## config.mk

```make
export PLATFORM = sky130hd
export DESIGN_NAME = k005297_pgctrl
export DESIGN_NICKNAME = d
export VERILOG_FILES = /design/src/rtl/k005297_pkg.sv /design/src/rtl/k005297_pgpos.sv /design/src/rtl/k005297_pgctrl.sv
export SDC_FILE = /design/constraint.sdc
export NUM_CORES = 1
export LEC_CHECK = 0
export ABC_AREA = 1
export CAP_MARGIN = 20
export CORE_MARGIN = 3
export CORE_UTILIZATION = 50
export CTS_BUF_LIST = sky130_fd_sc_hd__clkbuf_8
export DETAILED_ROUTE_END_ITERATION = 12
export HOLD_SLACK_MARGIN = 0.15
export PLACE_DENSITY = 0.82
export SLEW_MARGIN = 0
export SYNTH_ARGS = -nofsm -noshare
export SYNTH_HDL_FRONTEND = slang
export SYNTH_HIERARCHICAL = 1
export SYNTH_SLANG_ARGS = --single-unit
```

## constraint.sdc

```tcl
create_clock -name i_MCLK -period 2.7 [get_ports i_MCLK]
set_input_delay 0.54 -clock i_MCLK [delete_from_list [all_inputs] [get_ports i_MCLK]]
set_output_delay 0.54 -clock i_MCLK [all_outputs]
set_load 0.02 [all_outputs]
```

## src/rtl/k005297_pkg.sv

```systemverilog
// k005297_pkg: shared state encoding and constants for the K005297 page path.
package k005297_pkg;
  localparam int PG_BITS = 12;
  localparam int ROT_LOAD_STEP = 19;
  typedef enum logic [2:0] {IDLE, LOAD, ARM, VERIFY, SEEK, ERR} pg_state_e;
endpackage

```

## src/rtl/k005297_pgpos.sv

```systemverilog
// k005297_pgpos: rotating page position counter with wrap and target compare.
module k005297_pgpos
  import k005297_pkg::*;
#(
  parameter int PAGE_COUNT = 2048
) (
  input  logic               clk_i,
  input  logic               rst_ni,
  input  logic               tick_i,
  input  logic [PG_BITS-1:0] target_i,
  output logic [PG_BITS-1:0] count_o,
  output logic               match_o
);
  localparam logic [PG_BITS-1:0] LAST = PG_BITS'(PAGE_COUNT - 1);
  logic [PG_BITS-1:0] count_q, count_d;
  // match looks at the post-increment value so a hit lines up with the new position
  assign count_d = tick_i ? (count_q == LAST ? '0 : count_q + 1'b1) : count_q;
  assign match_o = count_d == target_i;
  assign count_o = count_q;
  always_ff @(posedge clk_i or negedge rst_ni)
    if (!rst_ni) count_q <= '0;
    else count_q <= count_d;
endmodule

```

## src/rtl/k005297_pgctrl.sv

```systemverilog
// k005297_pgctrl: page register load / shift verify / seek sequencer.
module k005297_pgctrl
  import k005297_pkg::*;
#(
  parameter int PAGE_COUNT  = 2048,
  parameter int VERIFY_TMO  = 4,
  parameter int SEEK_TMO_EN = 1
) (
  input  logic               i_MCLK,
  input  logic               i_SYS_RST_n,
  input  logic               i_CLK2M_PCEN_n,
  input  logic [19:0]        i_ROT20_n,
  input  logic               i_PG_REQ,
  input  logic [PG_BITS-1:0] i_PG_NUM,
  input  logic               i_PG_ABORT,
  input  logic               i_PGREG_SR_SHIFT,
  input  logic               i_PGREG_SR_LSB,
  output logic               o_PGREG_LD,
  output logic               o_PGREG_SR_LD_EN,
  output logic               o_PG_BUSY,
  output logic               o_PG_HIT,
  output logic               o_PG_ACK,
  output logic               o_PG_ERR,
  output logic [PG_BITS-1:0] o_PG_POS
);
  pg_state_e          state_q;
  logic [PG_BITS-1:0] target_q, cap_q, cap_d, scnt_q;
  logic [3:0]         bits_q;
  logic [7:0]         vcnt_q;
  logic               ld_q, ld_en_q, hit_q, ack_q, err_q;
  logic               en, tick, match, last_bit, vtmo, stmo, unused_rot;
  assign en         = ~i_CLK2M_PCEN_n;
  assign tick       = en & ~i_ROT20_n[ROT_LOAD_STEP];
  assign unused_rot = ^i_ROT20_n[ROT_LOAD_STEP-1:0];
  assign cap_d      = {i_PGREG_SR_LSB, cap_q[PG_BITS-1:1]};
  assign last_bit   = i_PGREG_SR_SHIFT && bits_q == 4'(PG_BITS - 1);
  assign vtmo       = tick && vcnt_q == 8'(VERIFY_TMO - 1);
  assign stmo       = (SEEK_TMO_EN != 0) && tick && scnt_q == PG_BITS'(PAGE_COUNT - 1);
  k005297_pgpos #(.PAGE_COUNT(PAGE_COUNT)) u_pgpos (
    .clk_i   (i_MCLK),
    .rst_ni  (i_SYS_RST_n),
    .tick_i  (tick),
    .target_i(target_q),
    .count_o (o_PG_POS),
    .match_o (match)
  );
  // a request arriving while ACK is still presented belongs to the finished operation and is dropped
  always_ff @(posedge i_MCLK or negedge i_SYS_RST_n)
    if (!i_SYS_RST_n) begin
      state_q  <= IDLE;
      target_q <= '0;
      cap_q    <= '0;
      scnt_q   <= '0;
      bits_q   <= '0;
      vcnt_q   <= '0;
      ld_q     <= 1'b0;
      ld_en_q  <= 1'b0;
      hit_q    <= 1'b0;
      ack_q    <= 1'b0;
      err_q    <= 1'b0;
    end else if (en) begin
      ld_q    <= 1'b0;
      ld_en_q <= 1'b0;
      hit_q   <= 1'b0;
      ack_q   <= 1'b0;
      if (i_PG_ABORT && state_q != IDLE) state_q <= IDLE;
      else
        case (state_q)
          IDLE:
            if (i_PG_REQ && !ack_q) begin
              target_q <= i_PG_NUM;
              err_q    <= 1'b0;
              ld_q     <= 1'b1;
              state_q  <= LOAD;
            end
          LOAD: begin
            ld_en_q <= 1'b1;
            state_q <= ARM;
          end
          ARM:
            if (tick) begin
              cap_q   <= '0;
              bits_q  <= '0;
              vcnt_q  <= '0;
              state_q <= VERIFY;
            end else ld_en_q <= 1'b1;
          VERIFY: begin
            if (i_PGREG_SR_SHIFT) begin
              cap_q  <= cap_d;
              bits_q <= bits_q + 4'd1;
            end
            if (tick) vcnt_q <= vcnt_q + 8'd1;
            if (last_bit) begin
              scnt_q  <= '0;
              state_q <= cap_d == target_q ? SEEK : ERR;
            end else if (vtmo) state_q <= ERR;
          end
          SEEK:
            if (match) begin
              hit_q   <= 1'b1;
              ack_q   <= 1'b1;
              state_q <= IDLE;
            end else if (stmo) state_q <= ERR;
            else if (tick) scnt_q <= scnt_q + 1'b1;
          ERR: begin
            err_q   <= 1'b1;
            ack_q   <= 1'b1;
            state_q <= IDLE;
          end
          default: state_q <= IDLE;
        endcase
    end
  assign o_PGREG_LD       = ld_q;
  assign o_PGREG_SR_LD_EN = ld_en_q;
  assign o_PG_BUSY        = state_q != IDLE;
  assign o_PG_HIT         = hit_q;
  assign o_PG_ACK         = ack_q;
  assign o_PG_ERR         = err_q;
endmodule

```

Word level (Yosys, flattened, before mapping)
Index checks and enable logic that the tools add are counted.

storage, ports and cells
  output and inout bits = 18
  word-level logic and storage cells = 98
  input port bits = 39
  register bits after elaboration = 68

cells by class
  add/sub/neg operators = 4
  reduce and logical (&&, ||, !) cells = 17
  eq/ne operators = 23
  bitwise gates (word level) = 4
  multiplexer cells = 38

operator list
  cell                     count
  $mux W12                 8
  $pmux W12 S2             2
  $add A12 B1 Y12 const B  2
  $eq A12 B11 Y1 const B   2
  $eq A12 B12 Y1           2
  $mux W3                  7
  $mux W8                  2
  $ne A2 B2 Y1 const B     8
  $pmux W8 S2              1
  $pmux W3 S5              1
  $reduce_and A5 Y1        3
  $mux W1                  11
  $add A8 B1 Y8 const B    1
  $eq A8 B2 Y1 const B     1
  $mux W4                  2
  $ne A4 B4 Y1 const B     2
  $pmux W4 S2              1
  $reduce_and A4 Y1        2
  $reduce_and A7 Y1        1
  $eq A3 B2 Y1 const B     2
  $eq A3 B3 Y1 const B     2
  $ne A3 B3 Y1 const B     2
  $pmux W1 S2              3
  $reduce_bool A2 Y1       3
  other kinds (9)          15

Depth between registers and ports, before layout
  depth after elaboration = 7
  mapped depth = 21
  depth with buffers taken out = 21

Modules after synthesis
The synthesis kept the hierarchy.

by module, submodules not included
  module          instances  area an instance (µm²)  cells each  seq. area each (µm²)
  k005297_pgctrl  1          3041.7                  405         1376.3
  k005297_pgpos   1          977.2                   148         300.3

Worst setup path before layout
Ideal clock, no wire load.

  kind = input to register
  from = input port i_ROT20_n[19]
  to = register scnt_q[11]
  buffers on the path = 1
  setup slack = 0.195 ns
  required time = 2.579 ns
  arrival time = 2.385 ns
  cell stages on the path = 19
  library setup time = 0.121 ns
  path through = nor2_2 -> inv_1 -> nor2_4 -> nand3_1 -> nand2_1 -> nand2_1 -> nand2_1 -> nand2_1 -> nor2_1 -> nand3_1 -> nor2_1 -> inv_1 -> a21oi_1 -> nor3_2 -> nand2_2 -> clkinv_2 -> buf_6 -> nand2_1 -> o21ai_1

between the ends
  cells in the longest elaborated chain, start to end = 6
  elaborated cells between the ends (all ways) = 9
  classes of those cells = 4 x eq/ne; 1 x mux; 2 x bitwise; 2 x reduce/logical

RTL lines
  what                                line                   source
  start, declared                     k005297_pgctrl.sv:12   input logic [19:0] i_ROT20_n,
  $not A1 Y1                          k005297_pgctrl.sv:33   assign tick = en & ~i_ROT20_n[ROT_LOAD_STEP];
  $and A1 B1 Y1                       k005297_pgctrl.sv:33
  $mux W12                            k005297_pgpos.sv:17    assign count_d = tick_i ? (count_q == LAST ? '0 : count_q + 1'b1) : count_q;
  $eq A12 B12 Y1                      k005297_pgpos.sv:18    assign match_o = count_d == target_i;
  via match                           k005297_pgctrl.sv:31   logic en, tick, match, last_bit, vtmo, stmo, unused_rot;
  $ne A2 B2 Y1 (no source line)       --
  $reduce_and A7 Y1 (no source line)  --
  end signal, assigned                k005297_pgctrl.sv:104  else if (tick) scnt_q <= scnt_q + 1'b1;
  end, declared                       k005297_pgctrl.sv:27   logic [PG_BITS-1:0] target_q, cap_q, cap_d, scnt_q;

The timed path passes the listed nets, and every way through them passes these cells.
A chain may end at the register's enable or synchronous reset.

Final worst setup path
  from = input port i_ROT20_n[19]
  to = register scnt_q[7]

between the ends
  cells in the longest elaborated chain, start to end = 6
  elaborated cells between the ends (all ways) = 9
  classes of those cells = 4 x eq/ne; 1 x mux; 2 x bitwise; 2 x reduce/logical

RTL lines
  what                                line
  $not A1 Y1                          k005297_pgctrl.sv:33
  $and A1 B1 Y1                       k005297_pgctrl.sv:33
  via tick                            k005297_pgctrl.sv:31
  $mux W12                            k005297_pgpos.sv:17
  $eq A12 B12 Y1                      k005297_pgpos.sv:18
  via match                           k005297_pgctrl.sv:31
  $ne A2 B2 Y1 (no source line)       --
  $reduce_and A7 Y1 (no source line)  --

The timed path passes the listed nets, and every way through them passes these cells.

==> run metrics <==
status=finished, final reports clean; crit path launch type=primary input; simple-gate share of the synthesized area=36.33%; Clock power frac=20.3%; max cap viols=0; Synth Instances=553; GPL Wtd Cong=~0.9; worst r2r src=u_pgpos/count_o[0]; synthesis-to-finish area growth=24.91%; global-route wire length before repair=16.69 mm; Root Driver=clkbuf_8; DIE HEIGHT=95.66 um; R2R depth=19; largest family of logic cells by synthesized area=simple AND/OR/NAND/NOR gates; critical path class=in -> reg; Residual DRC=0; f_max=between 300 and 400 MHz; largest net degree at the start of global routing=31; Post-synth EDFFs=0; CTS tree=built; fin cells=737; Yosys reg bits=67; mux cell area share after synthesis=0%; die area=0.009150 mm^2; Power Density=736.7 mW/mm^2; initial antenna violation count=0; Power Internal=around 0.0022 W; placed insts=711; Arrival @ worst endpoint=2.86 ns; Detailed Routing Iterations Pass 1=6; WL/cell=13.92 um; Antenna Cells=0; Top FF cell, synth=dfrtp_1; Post-DP HPWL=7.129 mm; grt ovf=0; Post-Synthesis Net Count=596; Netlist cell types=36; Worst setup endpoint=scnt_q[7]; FF-to-FF setup slack=0.11 ns; CTS clk-pin slew, worst paths=0.07 ns; Leakage=2.456 nW; XOR/XNOR Fraction of Synth Area=4.265%; Initial Util=51.74%; Async SR Flop Fraction=100.0%; Cell Rows=32; core region area=0.007767 mm^2; Sw Share=between 40% and 50%; final core utilization=roughly 65%; routed wire length=about 10 mm; Final Hold Fails=0; Final #Nets=673; Post-Synth Adder-Cell Area=1.245%; Ys Warns=6; transition time of the tightest slew-check pin=~0.7 ns; Reg power frac=between 40% and 50%; Fin Hold WS=0.2332 ns; cts hold-fix bufs=0; min-delay worst type=in -> async; Starting DRT DRC Count=approximately 250; Critical Path RT=2.94 ns; fill cell count=623; Via density=5.323; Crit. Startpoint=i_ROT20_n[19]; Max VDD drop=341.1 uV; final setup fails=0; total power=0.003698 W; Num Clock Sinks=67; share of cells above drive strength 1=16.22%; Comb power frac=38.8%; Reg2Reg Capture Point=scnt_q[7]; Cell Area, Synth=approximately 0.004 mm^2; clk_skew=0.007961 ns; vias after detailed routing=3923; Crit Path Max Fanout=6; H-Tree Depth=3; io pins=57; slew margin rel.=53.50%; post-synthesis sequential area ratio=about two fifths; number of global-route vias before repair=3744; Post-DRT Antenna Nets=0; Psw=around 0.0015 W; Die W=approximately 96 um; Final min period=approximately 2.6 ns; Num CTS Buffers=9; max-slew violation total from the final report=0; Final TNS setup=0 ns; worst skew pair latency=0.35 ns; final worst path period share=96.78%; average size of a mapped cell=7.267 um^2; input/output buffers=37; CP Capture Type=flip-flop; GRT Util Overall=23.39%; clock buffer depth=2; Synth Area in Compound Gates=7.814%
==> placed cells by master, fill, tap and decap left out, types with 2 or more instances in the layout <==
master,Yosys,final
a21oi_1,5,4
buf_4,1,30
buf_6,2,2
buf_8,0,2
clkbuf_2,0,2
clkbuf_8,0,11
clkdlybuf4s50_1,0,34
clkinv_2,1,3
dfrtp_1,67,65
dfrtp_2,0,2
ha_1,4,3
inv_1,72,74
inv_2,4,5
nand2_1,202,197
nand2_2,5,10
nand2_4,4,4
nand3_1,39,37
nand3_2,3,5
nand3_4,1,2
nand3b_1,4,4
nand4_1,5,5
nor2_1,43,42
nor2_4,6,7
nor3_1,8,8
nor3_2,2,2
nor4_1,2,2
o21ai_0,25,24
o21ai_1,3,3
o21ai_2,5,6
o31ai_1,10,10
xnor2_1,5,5
xor2_1,12,12
==> metrics by stage <==
step | worst slack (ns) | area, um^2
6_report | 0.08690 | 5020
4_1_cts | 0.1359 | 4886
3_3_place_gp | -0.4491 | 4669
3_5_place_dp | -0.5749 | 4669
2_1_floorplan | 0.1949 | 4019
5_1_grt | -0.08100 | 5020
==> synthesized netlist by cell type, types with 6 or more instances <==
cell type / instances / area share [%]
nand2_1: 202 / 19
inv_1: 72 / 6.7
dfrtp_1: 67 / 42
nor2_1: 43 / 4.0
nand3_1: 39 / 4.9
o21ai_0: 25 / 3.1
xor2_1: 12 / 2.6
o31ai_1: 10 / 1.9
nor3_1: 8 / 1.0
nor2_4: 6 / 1.7
==> final cells by class <==
class	instances	area, um^2	share of cell area, %
multi-input cells	401	2063	41.10
flip-flops and latches	67	1679	33.45
repair buffers	73	678.2	13.51
inverters	77	294.0	5.857
clock buffers	11	151.4	3.016
well taps	102	127.6	2.542
clock inverters	5	21.27	0.4237
repair inverters	1	5.005	0.09970
==> cells by family after synthesis <==
group | Yosys count
flops | 67
compound gates | 51
buf+inv | 86
simple gates | 327
fa+ha+maj | 4
xor+xnor | 18
==> power by group through the flow <==
stage | clock network [W] | logic, W | registers, W
after floorplan | 0 | 0.000884 | 0.00149
after CTS | 0.000751 | 0.00137 | 0.00150
after detailed placement | 0 | 0.00135 | 0.00151
after global placement | 0 | 0.00130 | 0.00150
final | 0.000750 | 0.00144 | 0.00151
after global routing | 0.000798 | 0.00160 | 0.00155
==> repair_timing <==
action / in CTS / in global routing
pin swaps: 4 / 13
buffers inserted: 1 / 5
gates cloned: 1 / 2
setup endpoints to repair: 15 / 15
endpoints found under the hold margin: 0 / 0
resized for setup: 10 / 18
==> worst min-delay path by stage <==
stage	from	end	slack [ns]	cells after the start
after floorplan	i_SYS_RST_n	bits_q[0]	0.24	0
after global placement	o_PGREG_SR_LD_EN	o_PGREG_SR_LD_EN	0.47	2
after detailed placement	o_PGREG_SR_LD_EN	o_PGREG_SR_LD_EN	0.48	2
after CTS	i_SYS_RST_n	scnt_q[4]	0.26	1
after global routing	i_SYS_RST_n	scnt_q[7]	0.29	1
final	i_SYS_RST_n	scnt_q[4]	0.23	1
==> critical path, stage by stage <==
cell	delay, ns
clkbuf_2	0.11
nor2_4	0.21
nand2_2	0.12
nor2_4	0.18
buf_6	0.12
nand3b_1	0.08
nand2_2	0.10
nand2_2	0.06
nand2_1	0.06
nand3_1	0.08
nor2_1	0.12
nand3_1	0.11
nor2_2	0.17
inv_2	0.07
a21oi_2	0.17
nor3_2	0.07
nand2_2	0.19
clkinv_2	0.15
nand2_1	0.08
nand2_1	0.04
==> registers in the layout, indices dropped and copies added (netlist names) <==
register / cells
bits_q: 4
vcnt_q: 8
scnt_q: 12
o_PG_HIT: 1
cap_q: 11
u_pgpos/count_o: 12
o_PG_ACK: 1
state_q: 3
o_PGREG_LD: 1
target_q: 12
o_PGREG_SR_LD_EN: 1
o_PG_ERR: 1
==> metal layers <==
metal	wire (um)	track usage [%]	vias to the layer above
li1	-	-	1895
met1	4331	28.77	1889
met2	5247	40.36	121
met3	491	4.025	18
met4	186	9.716	0
met5	0	0	-
No activity file was read; power rests on OpenSTA's default activity.
==> RTL edit 1 (config.mk and constraints unchanged) <==
Reset style: synchronous (`i_SYS_RST_n` and `rst_ni`), changed in 2 clocked blocks.
--- a/src/rtl/k005297_pgpos.sv
+++ b/src/rtl/k005297_pgpos.sv
@@ -18,5 +18,5 @@
   assign match_o = count_d == target_i;
   assign count_o = count_q;
-  always_ff @(posedge clk_i or negedge rst_ni)
+  always_ff @(posedge clk_i)
     if (!rst_ni) count_q <= '0;
     else count_q <= count_d;
--- a/src/rtl/k005297_pgctrl.sv
+++ b/src/rtl/k005297_pgctrl.sv
@@ -46,5 +46,5 @@
   );
   // a request arriving while ACK is still presented belongs to the finished operation and is dropped
-  always_ff @(posedge i_MCLK or negedge i_SYS_RST_n)
+  always_ff @(posedge i_MCLK)
     if (!i_SYS_RST_n) begin
       state_q  <= IDLE;
Behaviour: differs if i_SYS_RST_n is asserted again (counterexample within 4 cycles, from zero or initial values and one cycle with i_SYS_RST_n low); with i_SYS_RST_n held inactive, the same outputs for 10 cycles.
==> RTL edit 1 against the original RTL <==
Design area down 6.1%; wire length down 13%; count of clock-buffer cells in the layout down 2; setup slack better by 0.083 ns; sequential cell count unchanged; die area down 3.7%; critical path depth down 2; core utilization down 0.67 points; maximum frequency up 3.3%; synthesized cell count up 1.3%; area after synthesis down 4.0%.
Power is not compared: it rests on default switching activity, and its combinational part moved more than twofold at a synthesized area within 25%.
==> RTL edit 1: results (changes against the original RTL) <==
[status]
status=complete, no violations  ; unchanged

[clock_network]
clockBufferDepth=2  ; unchanged
clockRootBuffer=clkbuf_8  ; unchanged
cts_buffers=9  ; unchanged
clk_pin_slew_worst_paths_ns=0.08
htree_levels=3  ; unchanged
clk_latency_ns=0.35  ; about the same

[yosys]
ys_top_cells_by_area=dfxtp_1 (35%), nand2_1 (14%), inv_1 (7.3%)  ; was dfrtp_1 (42%), nand2_1 (19%), inv_1 (6.7%)
syn_inst=560  ; was 553
synth_nets=603  ; was 596
yosys_most_used_dff=dfxtp_1  ; was dfrtp_1
synth_commonest_cells=nand2_1 (147), inv_1 (75), dfxtp_1 (67), nor2_1 (66), nand3_1 (34)  ; was nand2_1 (202), inv_1 (72), dfrtp_1 (67), nor2_1 (43), nand3_1 (39)
async_reset_ff_share_pct=0  ; was 100%
ys_types=43  ; was 36
ys_seq_area_share_pct=34.7  ; was 41.7%
synth_warnings=6  ; unchanged

[min_path]
hold_class=flop to flop  ; was input port to asynchronous set/reset pin
worstHoldStart=vcnt_q[6]

[layout]
final_cells=720  ; was 737
drive_above_1_share_pct=17.7  ; was 16.2%
nNetsFinal=660  ; was 673
antenna_cells=0  ; unchanged
fillers=671  ; was 623

[detailed_routing]
num_vias=3726  ; was 3923
dr.pass1.iters=4  ; was 6
wl_um=8950  ; was 10300 um
first_iter_violations=199  ; was 248

[timing]
slew_headroom_pct=48.4  ; was 53.5%
clock_skew_ns=0.0117  ; was 0.00796 ns

[power]
cellLeakagePower_nw=1.98
ir_drop_v=0.000719

[setup_path]
crit_arrival_ns=2.78  ; was 2.86 ns
startpoint=u_pgpos/count_o[9]  ; was i_ROT20_n[19]
crit_type=flop to flop  ; was input port to flop
worstPathMaxFanout=10  ; was 6

[floorplan]
die_x_um=93.9  ; was 95.7 um

[global_route]
grt_max_degree=30  ; was 31
grt_pass1_vias=3438  ; was 3744
grt_use_total_pct=21.1  ; was 23.4%
use_met2_pct=37.9  ; was 40.4%
grt_use_met1_pct=24.3  ; was 28.8%
grt_pass1_wl_um=14800  ; was 16700 um
antenna_found_initial=0  ; unchanged
gr-usage-met3_pct=5.21  ; was 4.03%

[placement]
gp_congestion=0.933  ; was 0.877
dp.final_hpwl_um=6800  ; was 7130 um
port_buffers=37  ; unchanged
placedCellCount=702  ; was 711

## RTL edit 1: cell count changes in the layout (fill, tap and decap cells not counted), sizes merged, moves of 3 or more
cell,before,now
nor3,10,13
dfxtp,0,67
nand2,211,156
a211oi,0,10
nor2,50,76
dfrtp,67,0
nand3,44,37
nand4,5,9
o31ai,11,0
o21ai,33,25
a21oi,5,38
clkbuf,14,11
buf,36,25
## RTL edit 1: cell families (layout without fill, tap and decap cells)
group	after synthesis	after routing	share of synthesized area [%]
simple gates	296	296	35.6
buf+inv	97	158	10.7
compound gates	80	80	13.9
flops	67	67	34.7
xor+xnor	15	15	3.40
fa+ha+maj	4	4	1.30
mux	1	1	0.292
## RTL edit 1: repair_timing
item,in CTS,in global routing
buffers inserted,1,2
pin swaps,8,20
gates cloned,0,0
hold buffers,0,0
endpoints found under the setup margin,15,15
gates resized for setup,12,18
## RTL edit 1: worst paths after layout
path	endpoint	slack (ns)	cells after the start
worst min-delay path	vcnt_q[6]	0.46	1
worst min register to register	vcnt_q[6]	0.46	1
worst max-delay path	state_q[0]	0.17	18
worst max register to register	state_q[0]	0.17	18
## RTL edit 1: where the power goes
part	internal [mW]	total, mW	switching, mW	leakage, nW
Sequential	1.05	1.13	0.0769	0.543
Combinational	0.268	0.689	0.421	1.34
Clock	0.414	0.790	0.376	0.0946
Total	1.73	2.61	0.873	1.98
## RTL edit 1: layout make-up
type                            instances  share of cell area [%]
Clock inverter                          6                    1.22
Timing Repair Buffer                   62                    12.2
Inverter                               81                    6.53
Tap cell                               99                    2.63
Sequential cell                        67                    28.5
Multi-Input combinational cell        396                    46.3
Clock buffer                            9                    2.63
## RTL edit 1: worst max-delay path: stages, from the launching register on
cell and delay, ns:
dfxtp_1 0.41, nand2_1 0.16, nor2_2 0.25, nand4_4 0.21, nand2_1 0.13, nand2_1 0.05, nand2_1 0.07, nand2_1 0.05
nor2_1 0.12, nand2_1 0.09, nor2_2 0.16, buf_4 0.13, nor2_1 0.04, nand2_1 0.10, nand3_2 0.07, nand2_2 0.12
nand2_4 0.07, a21oi_1 0.12, nor2_1 0.06
## RTL edit 1: metrics by stage
stage | cell area (sq um) | hold slack, ns | util, % | setup WS (ns)
after floorplan | 3860 | 0.422 | - | 0.142
after global placement | 4420 | 0.432 | 60.0 | -0.480
after detailed placement | 4420 | 0.448 | 60.0 | -0.574
after CTS | 4650 | 0.458 | 63.1 | 0.0766
after global routing | 4710 | 0.470 | 64.0 | -0.0555
final | 4710 | 0.460 | 64.0 | 0.170
## RTL edit 1: routing by layer
layer | vias up | routed length [um] | part of all wire, %
met5 | - | 0 | 0
met4 | 0 | 174 | 1.9
met2 | 77 | 4650 | 52
met3 | 17 | 362 | 4.0
met1 | 1742 | 3770 | 42
li1 | 1890 | - | -
==> RTL edit 2 (same flow settings) <==
Without the edit above. `PG_BITS`: 12 -> 18.
--- a/src/rtl/k005297_pkg.sv
+++ b/src/rtl/k005297_pkg.sv
@@ -1,5 +1,5 @@
 // k005297_pkg: shared state encoding and constants for the K005297 page path.
 package k005297_pkg;
-  localparam int PG_BITS = 12;
+  localparam int PG_BITS = 18;
   localparam int ROT_LOAD_STEP = 19;
   typedef enum logic [2:0] {IDLE, LOAD, ARM, VERIFY, SEEK, ERR} pg_state_e;
Ports: changed (resized i_PG_NUM and o_PG_POS); port bits go from 57 to 69. No check against the original RTL was run, so the function may have changed too.
==> RTL edit 2 against the original RTL <==
Sequential cell count grew 24; clock skew up 0.0030 ns; area after synthesis is 33% higher; wire length grew 28%; maximum frequency shrank 1.5%; design area up 33%; setup slack worse by 0.040 ns; hold slack improved by 0.25 ns; register-to-register slack got worse by 0.06 ns; combinational power rose by 63%; total power up 57%; core utilization decreased by 0.41 points; critical path type is now flop to flop; critical endpoint is now scnt_q[15]; highest routed layer unchanged.
==> RTL edit 2: results (changes against the original RTL) <==
[setup_path]
r2r_cells=21  ; was 19
crit_arrival_ns=2.91  ; was 2.86 ns
worstPathMaxFanout=24  ; was 6
max_stage_delay_ns=0.42  ; was 0.21 ns
cp_slowest_cell=dfrtp_1  ; was nor2_4
rrSetupSlack_ns=0.05  ; was 0.11 ns
rr_endpoint=scnt_q[15]  ; was scnt_q[7]

[layout]
drive_above_1_share_pct=15.4  ; was 16.2%
fillers=881  ; was 623
nNetsFinal=874  ; was 673

[yosys]
ys_top_cells_by_area=dfrtp_1 (43%), nand2_1 (16%), inv_1 (7.5%)  ; was dfrtp_1 (42%), nand2_1 (19%), inv_1 (6.7%)
ys_types=37  ; was 36
syn_area_per_cell_sq_um=7.26  ; was 7.27 sq um

[placement]
placedCellCount=939  ; was 711
gp_congestion=0.942  ; was 0.877
pre_cts_ws_ns=-0.702  ; was -0.575 ns
placed_cell_area_sq_um=6160  ; was 4670 sq um

[timing]
clock.fmax_mhz=377  ; was 383 MHz
clock_skew_ns=0.0110  ; was 0.00796 ns

[global_route]
grt_max_degree=66  ; was 31
grt_pass1_wl_um=21900  ; was 16700 um
grt_pass1_vias=4787  ; was 3744

[detailed_routing]
wl_um=13100  ; was 10300 um
dr.pass1.iters=5  ; was 6

[clock_network]
clk_pin_slew_worst_paths_ns=0.09  ; was 0.07 ns
clk_latency_ns=0.37  ; was 0.35 ns

[power]
ir_drop_v=0.000466  ; was 0.000341 V

[status]
status=complete, no violations  ; unchanged

-- RTL edit 2: power breakdown --
group | switching, mW | total [mW] | internal, mW | leakage (nW)
sequential | 0.476 | 2.30 | 1.83 | 1.14
combinational | 1.36 | 2.35 | 0.983 | 2.04
clock | 0.523 | 1.15 | 0.624 | 0.125
total | 2.36 | 5.80 | 3.43 | 3.31
-- RTL edit 2: layer usage --
metal | routed length, um | share of wire, % | GRT usage (%) | up-vias
li1 | - | - | - | 2503
met1 | 5880 | 45 | 31.3 | 2353
met2 | 6190 | 47 | 37.2 | 144
met3 | 673 | 5.1 | 3.82 | 36
met4 | 385 | 2.9 | 9.17 | 0
met5 | 0 | 0 | 0 | -
-- RTL edit 2: area by class of cell --
class,count,area (sq um),area share [%]
inverters,116,444,6.67
well taps,136,170,2.56
clock inverters,7,121,1.82
clock buffers,9,124,1.86
multi-input cells,516,2680,40.3
repair buffers,90,836,12.6
flip-flops and latches,91,2280,34.2
-- RTL edit 2: worst max-delay path, delay by kind of cell (launching register included) --
family / cells / cell delay [ns]
and+or+nand+nor: 18 / 1.72
DFF: 1 / 0.42
adders and majority gates: 1 / 0.19
buffers and inverters: 2 / 0.22
-- RTL edit 2: cells by family after synthesis --
group	Yosys count	share of synthesized area (%)
adder cells (fa/ha/maj)	5	1.17
multiplexers	1	0.187
AND/OR/NAND/NOR	407	33.6
flip-flops	91	42.6
buffers and inverters	130	10.0
XOR/XNOR	25	4.10
AO/OA/AOI/OAI	77	8.34
-- RTL edit 2: repair_timing --
| action | CTS | global route |
|---|---|---|
| pin swaps | 10 | 19 |
| hold buffers | 1 | 0 |
| gates cloned | 2 | 0 |
| gates resized for setup | 20 | 36 |
| endpoints found under the setup margin | 23 | 21 |
| endpoints found under the hold margin | 26 | 0 |
| setup buffers | 4 | 3 |
